[src/rtl/riscv_pkg.sv]
// Shared RV64 pipeline definitions: machine widths, the default reset PC,
// the fetch-queue entry layout and a PC word-alignment helper.
package riscv_pkg;
  localparam int XLEN = 64;
  localparam int ILEN = 32;
  localparam logic [XLEN-1:0] RESET_PC = 64'h0000_0000_8000_0000;

  typedef struct packed {
    logic [XLEN-1:0] pc;
    logic [ILEN-1:0] instr;
    logic            filled;
  } fetch_entry_t;

  function automatic logic [XLEN-1:0] word_align(input logic [XLEN-1:0] a);
    return {a[XLEN-1:2], 2'b00};
  endfunction
endpackage

[src/rtl/ifetch_queue.sv]
// Fetch queue: a circular buffer of fetch_entry_t.
//   head : oldest entry, presented to decode
//   fill : oldest allocated entry still waiting for its response
//   tail : next free slot
// Ports:
//   clk, reset         clock, synchronous active-high reset
//   flush              drop every entry (wins over alloc/fill/pop)
//   alloc, alloc_pc    allocate an unfilled entry at the tail
//   fill, fill_instr   complete the oldest unfilled entry
//   pop                retire the head entry
//   head               head entry contents (meaningful when occ != 0)
//   occ, unfilled      allocated entries / allocated-but-unfilled entries
module ifetch_queue
  import riscv_pkg::*;
#(
  parameter int DEPTH = 2,
  localparam int PW = $clog2(DEPTH),
  localparam int CW = $clog2(DEPTH + 1)
) (
  input  logic            clk,
  input  logic            reset,
  input  logic            flush,
  input  logic            alloc,
  input  logic [XLEN-1:0] alloc_pc,
  input  logic            fill,
  input  logic [ILEN-1:0] fill_instr,
  input  logic            pop,
  output fetch_entry_t    head,
  output logic [CW-1:0]   occ,
  output logic [CW-1:0]   unfilled
);

  fetch_entry_t    ents_q [DEPTH];
  fetch_entry_t    ents_d [DEPTH];
  logic [PW-1:0]   head_q, head_d, fill_q, fill_d, tail_q, tail_d;
  logic [CW-1:0]   occ_q, occ_d, unf_q, unf_d;

  assign head     = ents_q[head_q];
  assign occ      = occ_q;
  assign unfilled = unf_q;

  // DEPTH is a power of two, so the pointers wrap by plain overflow.
  always_comb begin
    ents_d = ents_q;
    head_d = head_q;
    fill_d = fill_q;
    tail_d = tail_q;
    occ_d  = occ_q;
    unf_d  = unf_q;
    if (flush) begin
      head_d = '0;
      fill_d = '0;
      tail_d = '0;
      occ_d  = '0;
      unf_d  = '0;
    end else begin
      // On a full queue an alloc with a pop reuses the head slot: head is
      // read combinationally before the edge, so both are safe together.
      if (alloc) begin
        ents_d[tail_q] = '{pc: alloc_pc, instr: '0, filled: 1'b0};
        tail_d         = tail_q + PW'(1);
      end
      if (fill) begin
        ents_d[fill_q].instr  = fill_instr;
        ents_d[fill_q].filled = 1'b1;
        fill_d                = fill_q + PW'(1);
      end
      if (pop) head_d = head_q + PW'(1);
      occ_d = occ_q + CW'(alloc) - CW'(pop);
      unf_d = unf_q + CW'(alloc) - CW'(fill);
    end
  end

  always_ff @(posedge clk) begin
    if (reset) begin
      head_q <= '0;
      fill_q <= '0;
      tail_q <= '0;
      occ_q  <= '0;
      unf_q  <= '0;
    end else begin
      head_q <= head_d;
      fill_q <= fill_d;
      tail_q <= tail_d;
      occ_q  <= occ_d;
      unf_q  <= unf_d;
    end
    ents_q <= ents_d;
  end

endmodule

[src/rtl/ifetch.sv]
// RV64 instruction-fetch stage. Owns the PC, issues in-order word fetches,
// buffers returned words with their PC and hands {pc, instr} to decode.
// A redirect flushes the queue; responses for fetches already in flight
// are counted in drop_cnt and discarded when they return.
// Ports:
//   clk, reset                          clock, synchronous active-high reset
//   imem_req_valid/ready/addr           fetch request channel
//   imem_resp_valid/data                in-order responses, no backpressure
//   redirect_valid, redirect_pc         new PC from branch resolution
//   if_valid/ready, if_pc, if_instr     instruction output to decode
module ifetch
  import riscv_pkg::*;
#(
  parameter logic [63:0] RESET_PC    = riscv_pkg::RESET_PC,
  parameter int          QUEUE_DEPTH = 2
) (
  input  logic        clk,
  input  logic        reset,
  output logic        imem_req_valid,
  input  logic        imem_req_ready,
  output logic [63:0] imem_req_addr,
  input  logic        imem_resp_valid,
  input  logic [31:0] imem_resp_data,
  input  logic        redirect_valid,
  input  logic [63:0] redirect_pc,
  output logic        if_valid,
  input  logic        if_ready,
  output logic [63:0] if_pc,
  output logic [31:0] if_instr
);

  localparam int CW = $clog2(QUEUE_DEPTH + 1);
  localparam int DW = CW + 1;

  logic [XLEN-1:0] pc_q, pc_d;
  logic [DW-1:0]   drop_q, drop_d;
  logic [DW:0]     busy;
  logic            req_fire, resp_taken, head_live;
  logic            q_alloc, q_fill, q_pop;
  fetch_entry_t    head;
  logic [CW-1:0]   occ, unfilled;

  ifetch_queue #(.DEPTH(QUEUE_DEPTH)) u_queue (
    .clk        (clk),
    .reset      (reset),
    .flush      (redirect_valid),
    .alloc      (q_alloc),
    .alloc_pc   (pc_q),
    .fill       (q_fill),
    .fill_instr (imem_resp_data),
    .pop        (q_pop),
    .head       (head),
    .occ        (occ),
    .unfilled   (unfilled)
  );

  // Every outstanding response needs a home: a queue slot or a drop credit.
  // No credit is taken from a same-cycle pop, so request valid never depends
  // on if_ready and cannot fall while the memory is stalling us.
  assign busy           = (DW+1)'(occ) + (DW+1)'(drop_q);
  assign imem_req_valid = !reset && (busy < (DW+1)'(QUEUE_DEPTH));
  assign imem_req_addr  = pc_q;
  assign req_fire       = imem_req_valid && imem_req_ready;

  // A legal response consumes either a drop credit or an unfilled entry.
  assign resp_taken = imem_resp_valid && (drop_q != '0 || unfilled != '0);

  assign head_live = !reset && (occ != '0);
  assign if_valid  = head_live && head.filled;
  assign if_pc     = head_live ? head.pc : '0;
  assign if_instr  = head_live ? head.instr : '0;

  always_comb begin
    pc_d    = pc_q;
    drop_d  = drop_q;
    q_alloc = 1'b0;
    q_fill  = 1'b0;
    q_pop   = 1'b0;
    if (redirect_valid) begin
      // Everything in flight becomes stale, including a fetch accepted this
      // cycle; a response arriving now retires one of them immediately.
      pc_d   = word_align(redirect_pc);
      drop_d = drop_q + DW'(unfilled) + DW'(req_fire) - DW'(resp_taken);
    end else begin
      q_alloc = req_fire;
      q_pop   = if_valid && if_ready;
      if (req_fire) pc_d = pc_q + 64'd4;
      if (imem_resp_valid) begin
        if (drop_q != '0)        drop_d = drop_q - DW'(1);
        else if (unfilled != '0) q_fill = 1'b1;
      end
    end
  end

  always_ff @(posedge clk) begin
    if (reset) begin
      pc_q   <= RESET_PC;
      drop_q <= '0;
    end else begin
      pc_q   <= pc_d;
      drop_q <= drop_d;
    end
  end

  // A response with nothing outstanding is ignored by the logic above.
  a_no_orphan_resp: assert property (@(posedge clk) disable iff (reset)
    !(imem_resp_valid && drop_q == '0 && unfilled == '0));

endmodule

[config.mk]
export PLATFORM = sky130hd
export DESIGN_NAME = ifetch
export DESIGN_NICKNAME = d
export VERILOG_FILES = /design/src/rtl/riscv_pkg.sv /design/src/rtl/ifetch_queue.sv /design/src/rtl/ifetch.sv
export SDC_FILE = /design/constraint.sdc
export NUM_CORES = 1
export LEC_CHECK = 0
export ABC_AREA = 1
export BUFFER_PORTS_ARGS = -buffer_cell sky130_fd_sc_hd__buf_4
export CAP_MARGIN = 0
export CELL_PAD_IN_SITES_DETAIL_PLACEMENT = 1
export CELL_PAD_IN_SITES_GLOBAL_PLACEMENT = 1
export CORE_MARGIN = 1.5
export CORE_UTILIZATION = 35
export DETAILED_ROUTE_END_ITERATION = 16
export PLACE_DENSITY = 0.69
export SLEW_MARGIN = 20
export SYNTH_ARGS = -nofsm -noshare
export SYNTH_HDL_FRONTEND = slang
export SYNTH_HIERARCHICAL = 1
export SYNTH_SLANG_ARGS = --single-unit
[constraint.sdc]
create_clock -name clk -period 9.46 [get_ports clk]
set_input_delay 0 -clock clk [delete_from_list [all_inputs] [get_ports clk]]
set_output_delay 0 -clock clk [all_outputs]
set_load 0.02 [all_outputs]
After elaboration in Yosys (flattened, before gate mapping)
Cells that the tools add are included.
{"block": "totals", "elab_cells": 82, "in_bits": 102, "ram_bits": 0, "memories": 0, "latchBits": 0, "reg_bits": 268, "mem_bits_ro": 0, "out_inout_bits": 162}
{"block": "op_classes", "order_cmp": 6, "mul": 0, "n_reduce_logical": 18, "n_eq_ne": 0, "bitwise": 3, "n_div": 0, "muxes": 28, "add_sub_neg": 13, "n_shift": 0}
{"op": "$bwmux W194", "n": 3}
{"op": "$mux W194", "n": 3}
{"op": "$mux W97", "n": 4}
{"op": "$demux W97 S1", "n": 3}
{"op": "$mux W64", "n": 3}
{"op": "$add A64 B3 Y64 const B", "n": 1}
{"op": "$mux W33", "n": 1}
{"op": "$mux W32", "n": 1}
{"op": "$reduce_bool A2 Y1", "n": 5}
{"op": "$mux W3", "n": 3}
{"op": "$logic_and A1 B1 Y1", "n": 8}
{"op": "$mux W1", "n": 7}
{"op": "$ge A2 B2 Y1 const B", "n": 3}
{"op": "$not A1 Y2", "n": 3}
{"op": "$add A2 B1 Y2", "n": 2}
{"op": "$add A2 B3 Y4", "n": 1}
{"op": "$lt A2 B1 Y1 const B", "n": 2}
{"op": "$lt A4 B2 Y1 const B", "n": 1}
{"op": "$sub A2 B1 Y2", "n": 2}
{"op": "$add A1 B1 Y1 const B", "n": 3}
{"op": "$add A3 B1 Y3", "n": 1}
{"op": "$add A3 B2 Y3", "n": 1}
{"op": "$reduce_bool A3 Y1", "n": 1}
{"op": "$sub A3 B1 Y3", "n": 1}
{"op": "other kinds (5)", "n": 5}

Longest topological paths before layout
{"block": "logic_depth", "ltp_word": 11, "ltp_mapped": 19, "ltp_nobuf": 18}

By module
Netlist, hierarchy kept.
{"mod": "ifetch_queue", "cells_each": 538, "n_inst": 1, "seq_area_each_um2": 5965.7, "area_per_inst_um2": 8298.0}
{"mod": "ifetch", "cells_each": 1088, "n_inst": 1, "seq_area_each_um2": 1301.2, "area_per_inst_um2": 5831.8}

Worst setup path before layout
Ideal clock, no wire load.
{"block": "synth_path", "kind": "flip-flop to flip-flop", "from": "reg drop_q[0]", "to": "reg with a tool-made name", "period_less_slack_ns": 5.131, "path_buffers": 2, "setup_ns": 0.486, "slack_ns": 4.329, "stages_incl_launch_ff": 11, "arrival_time_ns": 4.645, "cell_sequence": "dfxtp_1 -> nand2_1 -> inv_1 -> fa_1 -> nor3_2 -> nand3_2 -> nor2_4 -> buf_2 -> nand2_1 -> buf_2 -> nor2_1"}
{"element": "start: declaration", "line": "ifetch.sv:36", "source": "logic [DW-1:0] drop_q, drop_d;"}
{"element": "start signal: assignment", "line": "ifetch.sv:101", "source": "drop_q <= drop_d;"}

==> impl_metrics.csv <==
group,metric,value,unit
cts,clock_latency,0.58,ns
hold_path,min_to,"imem_req_addr[43]",
detailed_routing,wirelength,47110,µm
yosys,synth_edf_count,194,
yosys,yosys_register_bits,266,
power_and_ir_drop,pwr_density_cell,153.7,mW/mm²
die,core_area,0.03982,mm²
yosys,yosys-top-cells-area,"edfxtp_1 (41%), dfxtp_1 (10%), nand2_1 (8.8%)",
power_and_ir_drop,max-vdd-ir-drop,0.1373,mV
placement,port_buffers,259,
cts,clockRootBuffer,"clkbuf_16",
sta,holdWs,0.01993,ns
detailed_routing,wire_per_inst,18.66,µm
cts,cts_max_level,1,
flow_run,maxCapViolCount,0,
yosys,synthesis.area,0.01413,mm²
hold_path,hold_path_depth,2,
worst_setup_path,r2r_cells,10,
worst_setup_path,worstPathRequired,9.66,ns
sta,fin_setup_tns,0,ns
cells_and_area,drive_above_1_share,22.10,%
global_route,overflow,0,
worst_setup_path,reg2reg_slack,5.76,ns
detailed_routing,dr_total_vias,12360,
cts,cts_tree,"yes",
placement,place_ws,5.797,ns
detailed_routing,ant_nets,0,
hold_path,hold_start,"reset",
yosys,async_reset_ff_share,0,%
sta,fmax,0.2701,GHz
detailed_routing,drtIter0Drc,595,
sta,setup_slack,5.758,ns
cts,clkTransAtPathRegs,0.06,ns
global_route,grt_max_degree,67,
cts,clockBufferDepth,3,
worst_setup_path,worstPathMaxFanout,64,
die,die_x,203.9,µm
cells_and_area,area_growth,31.56,%
cts,post_cts_buffers,0,
cells_and_area,antenna-diode-count,0,
yosys,syn_area_per_cell,8.690,µm²
global_route,grt_pass1_vias,12900,
sta,final_max_slew_viol_count,0,
power_and_ir_drop,p_total,0.002857,W
yosys,synth_top_area_share,41.23,%
cells_and_area,nFillCells,4768,
worst_setup_path,path_class,"reg2reg",
global_route,grt_usage,22.56,%
worst_setup_path,r2r-start,"drop_q[0]",
cells_and_area,nets,2093,
sta,worst_slew_pin_slew,1.094,ns
detailed_routing,drc,0,
die,die_area,0.04159,mm²
cells_and_area,fin_util,46.68,%
worst_setup_path,critical_path_arrival,3.90,ns
sta,rsz0062_at_grt,"no",
worst_setup_path,cp-start-kind,"register",
cts,cts_sinks,266,
yosys,yosysTopAreaCell,"edfxtp_1",
global_route,grt_pass1_wl,73030,µm
detailed_routing,dr.pass1.iters,5,
power_and_ir_drop,power.leakage,7.750,nW
global_route,antenna_found_initial,0,
yosys,synth-main-ff-cell,"edfxtp_1",
sta,relSlewSlack,27.05,%
yosys,yosysMostFrequentCell,"nand2_1",
die,pin_count,264,
sta,setup_viol_count_final,0,
sta,post-route-period-util,39.14,%
placement,place_congestion,0.8536,
placement,dpl.hpwl,32020,µm
yosys,synth_warnings,6,
die,dieHeight,203.9,µm
yosys,ys_types,34,
die,initial_core_util,35.48,%
die,rows,73,
yosys,seq_area_frac_synth,51.43,%
sta,fin_crit,3.702,ns
yosys,synth_common_cells,"nand2_1 (332), nor2_1 (240), inv_1 (237)",
outcome,outcome,"complete, no violations",
hold_path,hp-class,"in2reg",
detailed_routing,viasPerCell,4.895,
cts,numCtsBuffers,31,
yosys,synthCells,1626,
sta,final-hold-violation-count,0,
sta,skew,0.01316,ns
worst_setup_path,cp-end-kind,"register",
[report_power, final]
| part | internal [W] | leakage, nW | switching [W] |
|---|---|---|---|
| combinational | 0.000167 | 4.88 | 0.000204 |
| sequential | 0.00131 | 2.42 | 0.0000621 |
| clock | 0.000635 | 0.445 | 0.000476 |
[cell families (layout without fill, tap and decap cells)]
logic type	count (synthesis)	count (layout)	share of synthesized area [%]
other	1	6	0.02654
flip-flops	266	266	51.43
multiplexers	97	97	8.262
XOR/XNOR	31	31	1.922
AND/OR/NAND/NOR	717	717	21.16
AO/OA/AOI/OAI	193	193	7.057
adder cells (fa/ha/maj)	13	13	1.311
buffers and inverters	308	677	8.828
[layer usage]
metal | wire [µm] | share of wire (%) | up-vias | global-route usage (%)
met5 | 0 | 0 | - | 0
met4 | 1129 | 2.4 | 0 | 5.608
met3 | 2350 | 5.0 | 59 | 3.508
met2 | 23050 | 49 | 304 | 39.66
met1 | 20580 | 44 | 6008 | 28.83
li1 | - | - | 5990 | -
[placed cells by master (no fill, tap or decap), types with 3 or more instances in the layout]
cell           instances
o21ai_0              121
fa_1                   3
nor2_4                10
nand4_1               14
clkinv_1               8
nor2_1               238
mux2_2                77
xnor2_1                7
dfxtp_1               71
conb_1                 6
clkbuf_16             31
inv_1                236
clkbuf_1              10
a21oi_1               46
dlygate4sd3_1        114
mux2_4                20
xor2_1                24
nor2_2                 9
nand3_1              100
a31oi_1               21
buf_4                270
nand2_1              328
nand2_2                8
edfxtp_1             194
ha_1                  10
nand3_2                5
[repair_timing]
item | 4_1_cts | 5_1_grt
setup endpoints to repair | 0 | 0
hold buffers | 114 | 0
resized for setup | 0 | 0
hold endpoints to repair | 136 | 0
[worst max-delay path by stage]
| stage | slack (ns) | from | depth (start not counted) | end |
|---|---|---|---|---|
| floorplan | 4.33 | drop_q[0] | 10 | register |
| global placement | 5.88 | drop_q[0] | 10 | register |
| detailed placement | 5.80 | drop_q[0] | 10 | register |
| CTS | 5.75 | drop_q[0] | 10 | register |
| global route | 5.50 | drop_q[0] | 10 | register |
| finish | 5.76 | drop_q[0] | 10 | register |
[worst max-delay path, stage by stage (launching register included)]
cell and delay (ns):
dfxtp_1 0.45, nand2_1 0.09, inv_1 0.07, fa_1 0.42
nor3_2 0.23, nand3_2 0.16, nor2_4 0.14, buf_4 0.62
nand2_2 0.16, nor2_4 0.10, buf_4 0.66
[through the flow]
step	instances	area [µm²]
floorplan	1631	14150
global placement	2356	16520
detailed placement	2356	16520
CTS	2525	18580
global route	2525	18590
finish	2525	18590
[cell type report]
class,instances,area [µm²],share of cell area (%)
inverters,238,893.4,4.806
multi-input cells,1057,5675,30.53
well taps,525,656.9,3.534
flip-flops and latches,266,7271,39.11
clock inverters,13,97.59,0.5250
clock buffers,42,827.0,4.449
repair buffers,384,3168,17.04
(Power assumes the default switching activity.)
